--- config.mk ---
export PLATFORM = sky130hd
export DESIGN_NAME = uart_rx
export DESIGN_NICKNAME = d
export VERILOG_FILES = /design/src/rtl/uart_rx.sv
export SDC_FILE = /design/constraint.sdc
export NUM_CORES = 1
export LEC_CHECK = 0
export ABC_AREA = 1
export CAP_MARGIN = 20
export CELL_PAD_IN_SITES_DETAIL_PLACEMENT = 1
export CELL_PAD_IN_SITES_GLOBAL_PLACEMENT = 1
export CORE_MARGIN = 10
export CORE_UTILIZATION = 43
export DETAILED_ROUTE_END_ITERATION = 10
export PLACE_DENSITY_LB_ADDON = 0.1
export SLEW_MARGIN = 15
export SYNTH_ARGS = -nofsm -noshare
export SYNTH_HDL_FRONTEND = slang
export SYNTH_SLANG_ARGS = --single-unit
--- constraint.sdc ---
create_clock -name clk -period 1.7 [get_ports clk]
set_clock_uncertainty 0.1 [all_clocks]
set_input_delay 0.34 -clock clk [delete_from_list [all_inputs] [get_ports clk]]
set_output_delay 0.34 -clock clk [all_outputs]
set_load 0.005 [all_outputs]
--- src/rtl/uart_rx.sv ---
// rtl/uart_rx.sv - UART receiver, start/MSB-first data/even parity/stop; UART_RX_MAJORITY_EN enables 2-of-3 bit voting
module uart_rx #(
  parameter int C_CLK_FRQ         = 100_000_000,
  parameter int C_UART_RATE       = 1_000_000,
  parameter int C_UART_DATA_WIDTH = 8,
  parameter int C_UART_PARITY     = 1,
  parameter int C_UART_STOP       = 1
) (
  input  logic                         clk,
  input  logic                         rstb,
  input  logic                         rx,
  output logic [C_UART_DATA_WIDTH-1:0] data,
  output logic                         valid,
  output logic                         parity_err,
  output logic                         frame_err,
  output logic                         busy
);

  localparam int C_PERIOD = C_CLK_FRQ / C_UART_RATE;
`ifdef UART_RX_MAJORITY_EN
  // Voting needs the sample one cycle after the centre, so every decision shifts by one.
  localparam int C_OFFS = 1;
`else
  localparam int C_OFFS = 0;
`endif
  localparam int C_HALF     = C_PERIOD / 2 + C_OFFS;
  localparam int C_CNT_W    = $clog2(C_PERIOD + 1);
  localparam int C_BITS_MAX = (C_UART_DATA_WIDTH > C_UART_STOP) ? C_UART_DATA_WIDTH : C_UART_STOP;
  localparam int C_BIT_W    = $clog2(C_BITS_MAX + 1);

  localparam logic [C_CNT_W-1:0] halfLast = C_CNT_W'(C_HALF - 1);
  localparam logic [C_CNT_W-1:0] fullLast = C_CNT_W'(C_PERIOD - 1);
  localparam logic [C_BIT_W-1:0] dataLast = C_BIT_W'(C_UART_DATA_WIDTH - 1);

  typedef enum logic [2:0] {sIDLE, sSTART, sDATA, sPARITY, sSTOP, sRECOVER} state_t;

  state_t                         state;
  state_t                         stateNext;
  logic                           rxMeta;
  logic                           rxs;
  logic                           bitVal;
  logic [C_CNT_W-1:0]             periodCnt;
  logic [C_BIT_W-1:0]             bitCnt;
  logic [C_UART_DATA_WIDTH-1:0]   shiftReg;
  logic [C_UART_DATA_WIDTH-1:0]   wordNow;
  logic [C_UART_DATA_WIDTH:0]     wordExt;
  logic                           parPend;
  logic                           frmAcc;
  logic                           parErrNow;
  logic                           frmErrNow;
  logic                           sampleNow;
  logic                           complete;

  // Two-flop synchronizer; idles high so reset never looks like a start edge.
  always_ff @(posedge clk or negedge rstb) begin
    if (!rstb) begin
      rxMeta <= 1'b1;
      rxs    <= 1'b1;
    end else begin
      rxMeta <= rx;
      rxs    <= rxMeta;
    end
  end

`ifdef UART_RX_MAJORITY_EN
  logic rxd1;
  logic rxd2;

  // Short history of rxs so the bit decision sees centre-1, centre and centre+1.
  always_ff @(posedge clk or negedge rstb) begin
    if (!rstb) begin
      rxd1 <= 1'b1;
      rxd2 <= 1'b1;
    end else begin
      rxd1 <= rxs;
      rxd2 <= rxd1;
    end
  end

  assign bitVal = (rxs & rxd1) | (rxs & rxd2) | (rxd1 & rxd2);
`else
  assign bitVal = rxs;
`endif

  assign busy = (state != sIDLE);

  // State register.
  always_ff @(posedge clk or negedge rstb) begin
    if (!rstb) state <= sIDLE;
    else       state <= stateNext;
  end

  // Next state, sample strobes and the values a completing frame would publish.
  always_comb begin
    stateNext = state;
    sampleNow = 1'b0;
    complete  = 1'b0;
    parErrNow = parPend;
    frmErrNow = frmAcc;
    wordExt   = {shiftReg, bitVal};
    wordNow   = shiftReg;
    case (state)
      sIDLE: begin
        if (!rxs) stateNext = sSTART;
      end
      sSTART: begin
        if (periodCnt == halfLast) begin
          sampleNow = 1'b1;
          stateNext = bitVal ? sIDLE : sDATA;
        end
      end
      sDATA: begin
        if (periodCnt == fullLast) begin
          sampleNow = 1'b1;
          wordNow   = wordExt[C_UART_DATA_WIDTH-1:0];
          if (bitCnt == dataLast) begin
            if (C_UART_PARITY == 1) stateNext = sPARITY;
            else if (C_UART_STOP > 0) stateNext = sSTOP;
            else begin
              complete  = 1'b1;
              stateNext = sIDLE;
            end
          end
        end
      end
      sPARITY: begin
        if (periodCnt == fullLast) begin
          sampleNow = 1'b1;
          parErrNow = bitVal ^ (^shiftReg);
          if (C_UART_STOP > 0) stateNext = sSTOP;
          else begin
            complete  = 1'b1;
            stateNext = sIDLE;
          end
        end
      end
      sSTOP: begin
        if (periodCnt == fullLast) begin
          sampleNow = 1'b1;
          frmErrNow = frmAcc | ~bitVal;
          if (int'(bitCnt) == C_UART_STOP - 1) begin
            complete  = 1'b1;
            stateNext = frmErrNow ? sRECOVER : sIDLE;
          end
        end
      end
      sRECOVER: begin
        if (rxs) stateNext = sIDLE;
      end
      default: stateNext = sIDLE;
    endcase
  end

  // Counters, shift register, error accumulators and the published frame results.
  always_ff @(posedge clk or negedge rstb) begin
    if (!rstb) begin
      periodCnt  <= '0;
      bitCnt     <= '0;
      shiftReg   <= '0;
      parPend    <= 1'b0;
      frmAcc     <= 1'b0;
      data       <= '0;
      valid      <= 1'b0;
      parity_err <= 1'b0;
      frame_err  <= 1'b0;
    end else begin
      valid <= complete;
      if (state == sIDLE || state == sRECOVER || sampleNow) periodCnt <= '0;
      else periodCnt <= periodCnt + C_CNT_W'(1);
      if (stateNext != state) bitCnt <= '0;
      else if (sampleNow)     bitCnt <= bitCnt + C_BIT_W'(1);
      if (state == sDATA && sampleNow) shiftReg <= wordNow;
      if (state == sIDLE) begin
        parPend <= 1'b0;
        frmAcc  <= 1'b0;
      end else if (sampleNow) begin
        parPend <= parErrNow;
        frmAcc  <= frmErrNow;
      end
      if (complete) begin
        data       <= wordNow;
        parity_err <= (C_UART_PARITY == 1) ? parErrNow : 1'b0;
        frame_err  <= (C_UART_STOP > 0) ? frmErrNow : 1'b0;
      end
    end
  end

endmodule
==> qor.csv, run 1 <==
metric;value;unit
Vias;1684;
relative slew slack;68.34;%
post-synthesis sequential area ratio;45.55;%
post-synth top area share;42.97;%
die area;7893;µm²
Synth Net Count;256;
status;complete, but fails checks;
Initial DRC Count;76;
drt wl/cell;14.38;µm
RSZ-0062 raised after global routing;true;
I/O Buffers;14;
startpoint types;flip-flop;
antenna violations before repair;0;
worst hold path class;reg2reg;
Die X;88.85;µm
Peak VDD IR;353.3;µV
most frequent CP cell;nand2_2;
layout cell share with drive strength beyond 1;31.36;%
vias per inst;4.968;
max-cap viol count;0;
Worst Path Required;1.78;ns
number of enable flip-flop cells after synthesis;0;
Final #Nets;293;
WHS;0.2677;ns
top achievable clock speed;577.7;MHz
Compound-Gate Fraction of Synth Area;5.402;%
cell row count;24;
fin crit period;1.731;ns
Final setup viols;4;
final WL;4874;µm
Leak;0.001331;µW
die height;88.85;µm
Least-Margin Pin Slew;0.4748;ns
power per standard cell area;592.6;nW/µm²
asr flop ratio synth;100.0;%
Top FF cell, synth;dfrtp_1;
CP bufs+invs;1;
cell with the most instances after synthesis;nand2_1;
yosys synthesis warning count;0;
GRT Max-Usage Layer;met2;
family with the most delay on the worst path;simple AND/OR/NAND/NOR gates;
count of cell types in the netlist;30;
WP data arrival;1.81;ns
met2 GRT Util;24.07;%
Synth area leaders;dfrtp_1 43%, nand2_1 15%, nand2_2 5.2%;
Clock Tree Root;clkbuf_8;
CTS tree;done;
slowest stage cell, crit path;dfrtp_1;
DR DRC count;0;
Mapped Area;2038;µm²
GRT Total Usage;13.69;%
Layout area overhead;25.66;%
Slew Limit Fails;0;
M1 GR Usage;15.89;%
largest family of logic cells by synthesized area;simple AND/OR/NAND/NOR gates;
Mean Syn Cell Area;8.186;µm²
post-route ant nets;0;
Hold Fails Final Rpt;0;
Detailed Place HPWL;3382;µm
Clock Latency Late Sink;0.29;ns
setup TNS;-0.09791;ns
Mapped Cells;249;
Crit path largest cell delay;0.40;ns
simple-gate share of the synthesized area;37.20;%
Adder-Cell Fraction of Synth Area;2.455;%
vias in the first global route;1788;
Post-Synth XOR/XNOR Area;2.578;%
area leader, netlist;dfrtp_1;
Yosys reg bits;37;
most instantiated cells after synthesis;81 x nand2_1, 35 x dfrtp_1, 27 x inv_1;
Worst Setup End Kind;flip-flop;
met3 Usage GRT;3.125;%
gpl congestion;0.7877;
TritonCTS Buffers;5;
clk sinks;37;
IO Count;15;
violated checks;setup timing;
DR pass1 iterations;4;
post-synthesis mux area share;0;%
first-pass GRT wire length;8480;µm
CTS HTree Levels;2;
total grt overflow;0;
Core Region;4474;µm²
fin crit share;101.8;%
pin count of the biggest net entering global routing;38;
Clock Path Buffers;2;
initial core utilization;45.55;%
final worst setup slack;-0.03089;ns
Reg clk slew, reported paths;0.08;ns
fillers;542;
crit path cell chain;inv_1 > ha_1 > nand2_1 > nand3b_1 > nand2_2 > nand2_2 > nor2_4 > nand4_1 > nand3_4 > nor2_1;
n_diodes;0;
Crit Path Max Fanout;4;
critical path class;reg2reg;
[layout make-up]
class,instances,area (µm²),area share [%]
timing repair buffer,32,307.8,12.02
multi-input combinational,178,1046,40.84
sequential,37,935.9,36.54
inverter,32,120.1,4.690
clock inverter,3,17.52,0.6839
clock buffer,5,68.82,2.687
tap,52,65.06,2.540
[registers in the layout, indices dropped and copies added, names as in the netlist, 3 cells and up]
register   cells
bitCnt         4
data           8
periodCnt      7
shiftReg       8
state          3
[cell usage in the layout, fill, tap and decap left out, types with 4 or more instances in the layout]
| master | n |
|---|---|
| inv_2 | 4 |
| dfrtp_2 | 6 |
| o21ai_2 | 9 |
| xor2_1 | 5 |
| nand4_1 | 4 |
| clkbuf_8 | 5 |
| nand3_1 | 9 |
| clkdlybuf4s50_1 | 12 |
| buf_4 | 12 |
| nand2_2 | 19 |
| nand2_1 | 77 |
| inv_1 | 27 |
| dfrtp_1 | 29 |
| nor2_2 | 7 |
| nor2_1 | 18 |
[final timing paths]
| check | cells past startpoint | slack, ns | from | to |
|---|---|---|---|---|
| worst max-delay path | 10 | -0.03 | periodCnt[1] | bitCnt[2] |
| worst min-delay path | 0 | 0.27 | rxMeta | bitVal |
| worst max register to register | 10 | -0.03 | periodCnt[1] | bitCnt[2] |
| worst min register to register | 0 | 0.27 | rxMeta | bitVal |
| max in group asynchronous | 3 | 0.63 | rstb | shiftReg[6] |
| min in group asynchronous | 3 | 0.51 | rstb | periodCnt[5] |
[where the power goes]
part	switching (µW)	internal, µW	leakage, µW	total [µW]
combinational	20.7	6.65	0.000800	27.3
sequential	2.31	884	0.000487	886
clock	321	283	0.0000439	604
total	344	1170	0.00133	1520
[per-layer routing]
layer	routed length, µm	share of wire [%]
met5	0	0
met4	57	1.2
met3	105	2.2
met2	2615	54
met1	2096	43
[kinds of logic after synthesis]
logic type	Yosys count
buf+inv	34
compound gates	15
xor+xnor	6
fa+ha+maj	4
flops	37
simple gates	153
[timing repair]
action / 4_1_cts / 5_1_grt
setup buffers: 6 / 2
cloned: 0 / 0
hold buffers: 1 / 0
endpoints found under the setup margin: 5 / 16
hold endpoints to repair: 13 / 0
gates resized for setup: 10 / 19
pin swaps: 3 / 6
[worst reg2reg max path, cell delays in order, from the launching register on]
cell      delay [ns]
dfrtp_1         0.40
inv_1           0.07
ha_1            0.14
nand2_1         0.06
nand3b_1        0.22
nand2_2         0.10
nand2_2         0.07
nor2_4          0.10
nand4_1         0.17
nand3_4         0.15
nor2_1          0.05
[metrics by stage]
step	setup WS, ns	instance area, µm²	utilization [%]	power (µW)	std cells
after floorplan	0.1453	2038	-	905.6	249
after global placement	0.007862	2312	51.68	929.8	322
after detailed placement	-0.03922	2312	51.68	930.8	322
after CTS	0.01195	2485	55.54	1549	337
after global routing	-0.1648	2561	57.24	1586	339
final	-0.03089	2561	57.24	1518	339
No activity file was read; power rests on OpenSTA's default activity.
==> run 2: changes to the inputs <==
--- a/config.mk
+++ b/config.mk
@@ -12,7 +12,7 @@
 export CORE_MARGIN = 10
 export CORE_UTILIZATION = 43
 export DETAILED_ROUTE_END_ITERATION = 10
-export PLACE_DENSITY_LB_ADDON = 0.1
+export PLACE_DENSITY = 0.75
 export SLEW_MARGIN = 15
 export SYNTH_ARGS = -nofsm -noshare
 export SYNTH_HDL_FRONTEND = slang
==> qor.csv, run 2 (same netlist as run 1, synthesis figures left out) <==
metric;value;unit;change
status;complete, but fails checks;;unchanged
violated checks;setup timing;;unchanged
worst hold path class;reg2reg;;unchanged
fin crit period;1.792;ns;was 1.731 ns
critical path class;reg2reg;;unchanged
Final setup viols;4;;unchanged
die area;7893;µm²;unchanged
max-cap viol count;0;;unchanged
first-pass GRT wire length;7790;µm;was 8480 µm
most frequent cells in the layout;79 x nand2_1, 32 x dfrtp_1, 26 x inv_1;;was 77 x nand2_1, 29 x dfrtp_1, 27 x inv_1
IO Count;15;;unchanged
GRT Total Usage;12.45;%;was 13.69%
final WL;5073;µm;was 4874 µm
Reg clk slew, reported paths;0.07;ns;was 0.08 ns
Final #Nets;295;;was 293
worst reg2reg startpoint;periodCnt[1];;unchanged
CP startpoint;periodCnt[1];;unchanged
Placed Cells;323;;was 322
slowest stage cell, crit path;dfrtp_1;;unchanged
Clock Tree Root;clkbuf_8;;unchanged
most common cell after layout, fill and taps aside;nand2_1;;unchanged
Final Util;56.96;%;was 57.24%
power per standard cell area;597.2;nW/µm²;was 592.6 nW/µm²
Vias;1709;;was 1,684
WHS;0.2646;ns;was 0.2677 ns
CP bufs+invs;2;;was 1
CTS tree;done;;unchanged
DR DRC count;0;;unchanged
non-filler cells, final;341;;was 339
drt wl/cell;14.88;µm;was 14.38 µm
Clock Latency Late Sink;0.28;ns;was 0.29 ns
layout cell share with drive strength beyond 1;31.14;%;was 31.36%
CTS HTree Levels;2;;unchanged
startpoint types;flip-flop;;unchanged
final worst setup slack;-0.09230;ns;was -0.03089 ns
Leak;0.001336;µW;was 0.001331 µW
die height;88.85;µm;unchanged
Initial DRC Count;56;;was 76
Detailed Place HPWL;3614;µm;was 3382 µm
I/O Buffers;14;;unchanged
design area;2549;µm²;was 2561 µm²
Crit Path Max Fanout;5;;was 4
Core Region;4474;µm²;unchanged
RSZ-0062 raised after global routing;true;;unchanged
Layout area overhead;25.05;%;was 25.66%
pin count of the biggest net entering global routing;18;;was 38
Slew Limit Fails;0;;unchanged
Clock Path Buffers;2;;unchanged
DR pass1 iterations;4;;unchanged
cell row count;24;;unchanged
antenna violations before repair;0;;unchanged
Hold Fails Final Rpt;0;;unchanged
TritonCTS Buffers;5;;unchanged
area post-placement;2307;µm²;was 2312 µm²
crit path cell chain;inv_1 > ha_1 > nand2_1 > nand3b_1 > inv_2 > nand2_2 > nand2_2 > nand2_1 > xor2_1 > nor2_1;;was inv_1 > ha_1 > nand2_1 > nand3b_1 > nand2_2 > nand2_2 > nor2_4 > nand4_1 > nand3_4 > nor2_1
initial core utilization;45.55;%;unchanged
clk sinks;37;;unchanged
Crit path largest cell delay;0.43;ns;was 0.40 ns
top achievable clock speed;557.9;MHz;was 577.7 MHz
relative slew slack;75.02;%;was 68.34%
Worst Path Required;1.77;ns;was 1.78 ns
gpl congestion;0.8413;;was 0.7877
Die X;88.85;µm;unchanged
min-delay src;rxMeta;;unchanged
Least-Margin Pin Slew;0.3747;ns;was 0.4748 ns
family with the most delay on the worst path;simple AND/OR/NAND/NOR gates;;unchanged
post-route ant nets;0;;unchanged
Regs by FF count;data x8, shiftReg x8, periodCnt x7;;unchanged
fin crit share;105.4;%;was 101.8%
n_diodes;0;;unchanged
total grt overflow;0;;unchanged
vias per inst;5.012;;was 4.968
WP data arrival;1.86;ns;was 1.81 ns
Peak VDD IR;478.1;µV;was 353.3 µV
vias in the first global route;1735;;was 1,788
Worst Setup End Kind;flip-flop;;unchanged
## run 2: cell count changes in the layout (fill, tap and decap cells not counted), sizes merged
cell / before / now
clkinvlp: 1 / 2
clkinv: 3 / 2
buf: 18 / 20
dlygate4sd2: 1 / 0
clkdlybuf4s15: 0 / 1
## run 2: layout make-up
cell class	instances	area, µm²
fill	532	1926
multi-input combinational	178	1041
clock buffer	5	68.82
timing repair buffer	34	300.3
sequential	37	932.1
inverter	32	123.9
tap	52	65.06
clock inverter	3	17.52
## run 2: layer usage
| metal | wire [µm] | GRT usage, % |
|---|---|---|
| met5 | 0 | 0 |
| met2 | 2698 | 22.01 |
| met3 | 123 | 2.941 |
| met4 | 87 | 3.377 |
| met1 | 2164 | 14.68 |
## run 2: path summary, 6_finish.rpt
path | cells past startpoint | slack (ns) | endpoint
worst max-delay path | 10 | -0.09 | bitCnt[2]
worst min-delay path | 0 | 0.26 | bitVal
worst max register to register | 10 | -0.09 | bitCnt[2]
worst min register to register | 0 | 0.26 | bitVal
max in group asynchronous | 3 | 0.55 | state[0]
min in group asynchronous | 2 | 0.42 | shiftReg[7]
## run 2: timing repair
item / in CTS / in global routing
setup buffers: 4 / 5
hold buffers: 1 / 0
resized for setup: 7 / 16
pin swaps: 4 / 6
hold endpoints to repair: 13 / 0
endpoints found under the setup margin: 5 / 18
cloned: 0 / 0
## run 2: power breakdown
part           switching (µW)  internal, µW
combinational            24.0          9.72
clock                     321           283
sequential               1.04           884
## run 2: stage by stage
step	setup WS, ns	total power [µW]	setup TNS, ns
4_1_cts	0.01378	1536	0
3_3_place_gp	0.03127	934.3	0
3_5_place_dp	-0.07972	935.0	-0.2711
2_1_floorplan	0.1453	905.6	0
6_report	-0.09230	1522	-0.3076
5_1_grt	-0.1816	1577	-1.036
==> run 3: changes to the inputs <==
--- a/config.mk
+++ b/config.mk
@@ -13,6 +13,7 @@
 export CORE_UTILIZATION = 43
 export DETAILED_ROUTE_END_ITERATION = 10
 export PLACE_DENSITY = 0.75
+export REMOVE_ABC_BUFFERS = 1
 export SLEW_MARGIN = 15
 export SYNTH_ARGS = -nofsm -noshare
 export SYNTH_HDL_FRONTEND = slang
==> qor.csv, run 3 (same netlist as run 1, synthesis figures left out) <==
metric;value;unit;change
status;complete, but fails checks;;unchanged
violated checks;setup timing;;unchanged
Peak VDD IR;485.0;µV;was 478.1 µV
Least-Margin Pin Slew;0.4295;ns;was 0.3747 ns
antenna violations before repair;0;;unchanged
DR top layer;met4;;unchanged
first-pass GRT wire length;8300;µm;was 7790 µm
R2R setup slack;-0.03;ns;was -0.09 ns
Regs by FF count;data x8, shiftReg x8, periodCnt x7;;unchanged
CP endpoint;bitCnt[0];;was bitCnt[2]
Tot Pwr;1517;µW;was 1522 µW
Leak;0.001333;µW;was 0.001336 µW
routed length on met2;2524;µm;was 2698 µm
setup TNS;-0.1189;ns;was -0.3076 ns
n_diodes;0;;unchanged
cell row count;24;;unchanged
Final setup viols;4;;unchanged
final WL;4888;µm;was 5073 µm
layout cell share with drive strength beyond 1;31.36;%;was 31.14%
DR pass1 iterations;4;;unchanged
relative slew slack;71.37;%;was 75.02%
die height;88.85;µm;unchanged
final worst setup slack;-0.03386;ns;was -0.09230 ns
WHS;0.2484;ns;was 0.2646 ns
CTS tree;done;;unchanged
clk sinks;37;;unchanged
drt wl/cell;14.42;µm;was 14.88 µm
non-filler cells, final;339;;was 341
fin crit period;1.734;ns;was 1.792 ns
worst hold path class;reg2reg;;unchanged
Met3 Wirelength;151;µm;was 123 µm
DR DRC count;0;;unchanged
Detailed Place HPWL;3486;µm;was 3614 µm
RSZ-0062 raised after global routing;true;;unchanged
Final #Nets;293;;was 295
area post-placement;2297;µm²;was 2307 µm²
Hold Fails Final Rpt;0;;unchanged
vias per inst;4.947;;was 5.012
top achievable clock speed;576.7;MHz;was 557.9 MHz
Vias;1677;;was 1,709
WL met1;2131;µm;was 2164 µm
hold path cells;0;;unchanged
GRT Total Usage;13.43;%;was 12.45%
Placed Cells;320;;was 323
startpoint types;flip-flop;;unchanged
die area;7893;µm²;unchanged
initial core utilization;45.55;%;unchanged
critical path class;reg2reg;;unchanged
Worst Setup End Kind;flip-flop;;unchanged
worst reg2reg startpoint;periodCnt[2];;was periodCnt[1]
Worst Path Required;1.83;ns;was 1.77 ns
TritonCTS Buffers;5;;unchanged
total grt overflow;0;;unchanged
WP data arrival;1.86;ns;about the same
pin count of the biggest net entering global routing;22;;was 18
Register-to-Register Path Depth;11;;was 10
Clock Path Buffers;2;;unchanged
most common cell after layout, fill and taps aside;nand2_1;;unchanged
Core Region;4474;µm²;unchanged
Clock Latency Late Sink;0.29;ns;was 0.28 ns
CTS HTree Levels;2;;unchanged
I/O Buffers;14;;unchanged
vias in the first global route;1775;;was 1,735
Initial DRC Count;87;;was 56
Reg clk slew, reported paths;0.08;ns;was 0.07 ns
Crit Path Max Fanout;5;;unchanged
power per standard cell area;590.4;nW/µm²;was 597.2 nW/µm²
post-route ant nets;0;;unchanged
Die X;88.85;µm;unchanged
gpl congestion;0.8149;;was 0.8413
Slew Limit Fails;0;;unchanged
fin crit share;102.0;%;was 105.4%
IO Count;15;;unchanged
Layout area overhead;26.03;%;was 25.05%
CP startpoint;periodCnt[2];;was periodCnt[1]
design area;2569;µm²;was 2549 µm²
Clock Tree Root;clkbuf_8;;unchanged
RR Endpoint;bitCnt[0];;was bitCnt[2]
max-cap viol count;0;;unchanged
most frequent cells in the layout;79 x nand2_1, 30 x dfrtp_1, 26 x inv_1;;was 79 x nand2_1, 32 x dfrtp_1, 26 x inv_1
-- run 3: layout make-up --
type / instances / area (µm²)
sequential: 37 / 934.6
timing repair buffer: 32 / 304.0
tap: 52 / 65.06
fill: 542 / 1906
clock inverter: 2 / 10.01
inverter: 32 / 123.9
multi-input combinational: 178 / 1059
clock buffer: 6 / 72.57
-- run 3: report_power, final --
| part | internal (µW) | switching (µW) |
|---|---|---|
| logic | 11.2 | 23.7 |
| clock network | 284 | 313 |
| registers | 884 | 0.959 |
| total | 1180 | 337 |
-- run 3: metrics by stage --
step	util, %	setup slack (ns)
2_1_floorplan	-	0.03552
3_3_place_gp	51.34	-0.006294
3_5_place_dp	51.34	-0.06512
4_1_cts	55.12	-0.004954
5_1_grt	57.41	-0.1479
6_report	57.41	-0.03386
-- run 3: repair_timing --
action                     in CTS  in global routing
setup buffers                   4                  6
hold endpoints to repair       16                  0
gates resized for setup        13                 16
setup endpoints to repair      14                 16
pin swaps                       5                  6
hold buffers                    1                  0
-- run 3: worst min-delay path by stage --
| stage | startpoint | endpoint | slack, ns |
|---|---|---|---|
| 6_report | rxMeta | bitVal | 0.25 |
| 5_1_grt | rxMeta | bitVal | 0.26 |
| 4_1_cts | rxMeta | bitVal | 0.26 |
| 3_5_place_dp | rstb | periodCnt[1] | 0.20 |
| 3_3_place_gp | rstb | periodCnt[1] | 0.20 |
| 2_1_floorplan | rstb | bitCnt[0] | -0.06 |
-- run 3: routing by layer --
metal,global-route usage [%],vias to the layer above
li1,-,842
met1,15.81,812
met2,23.14,15
met3,3.309,8
met4,4.846,0
met5,0,-
-- run 3: worst max-delay path: stages (launching register included) --
cell	delay [ns]
dfrtp_2	0.45
nor2_4	0.15
nand2_2	0.08
nor2_4	0.17
nand2_2	0.08
nand2_1	0.06
inv_1	0.06
nand2_2	0.09
nor2_1	0.06
nor2_2	0.16
nand3_4	0.11
nor2_1	0.09
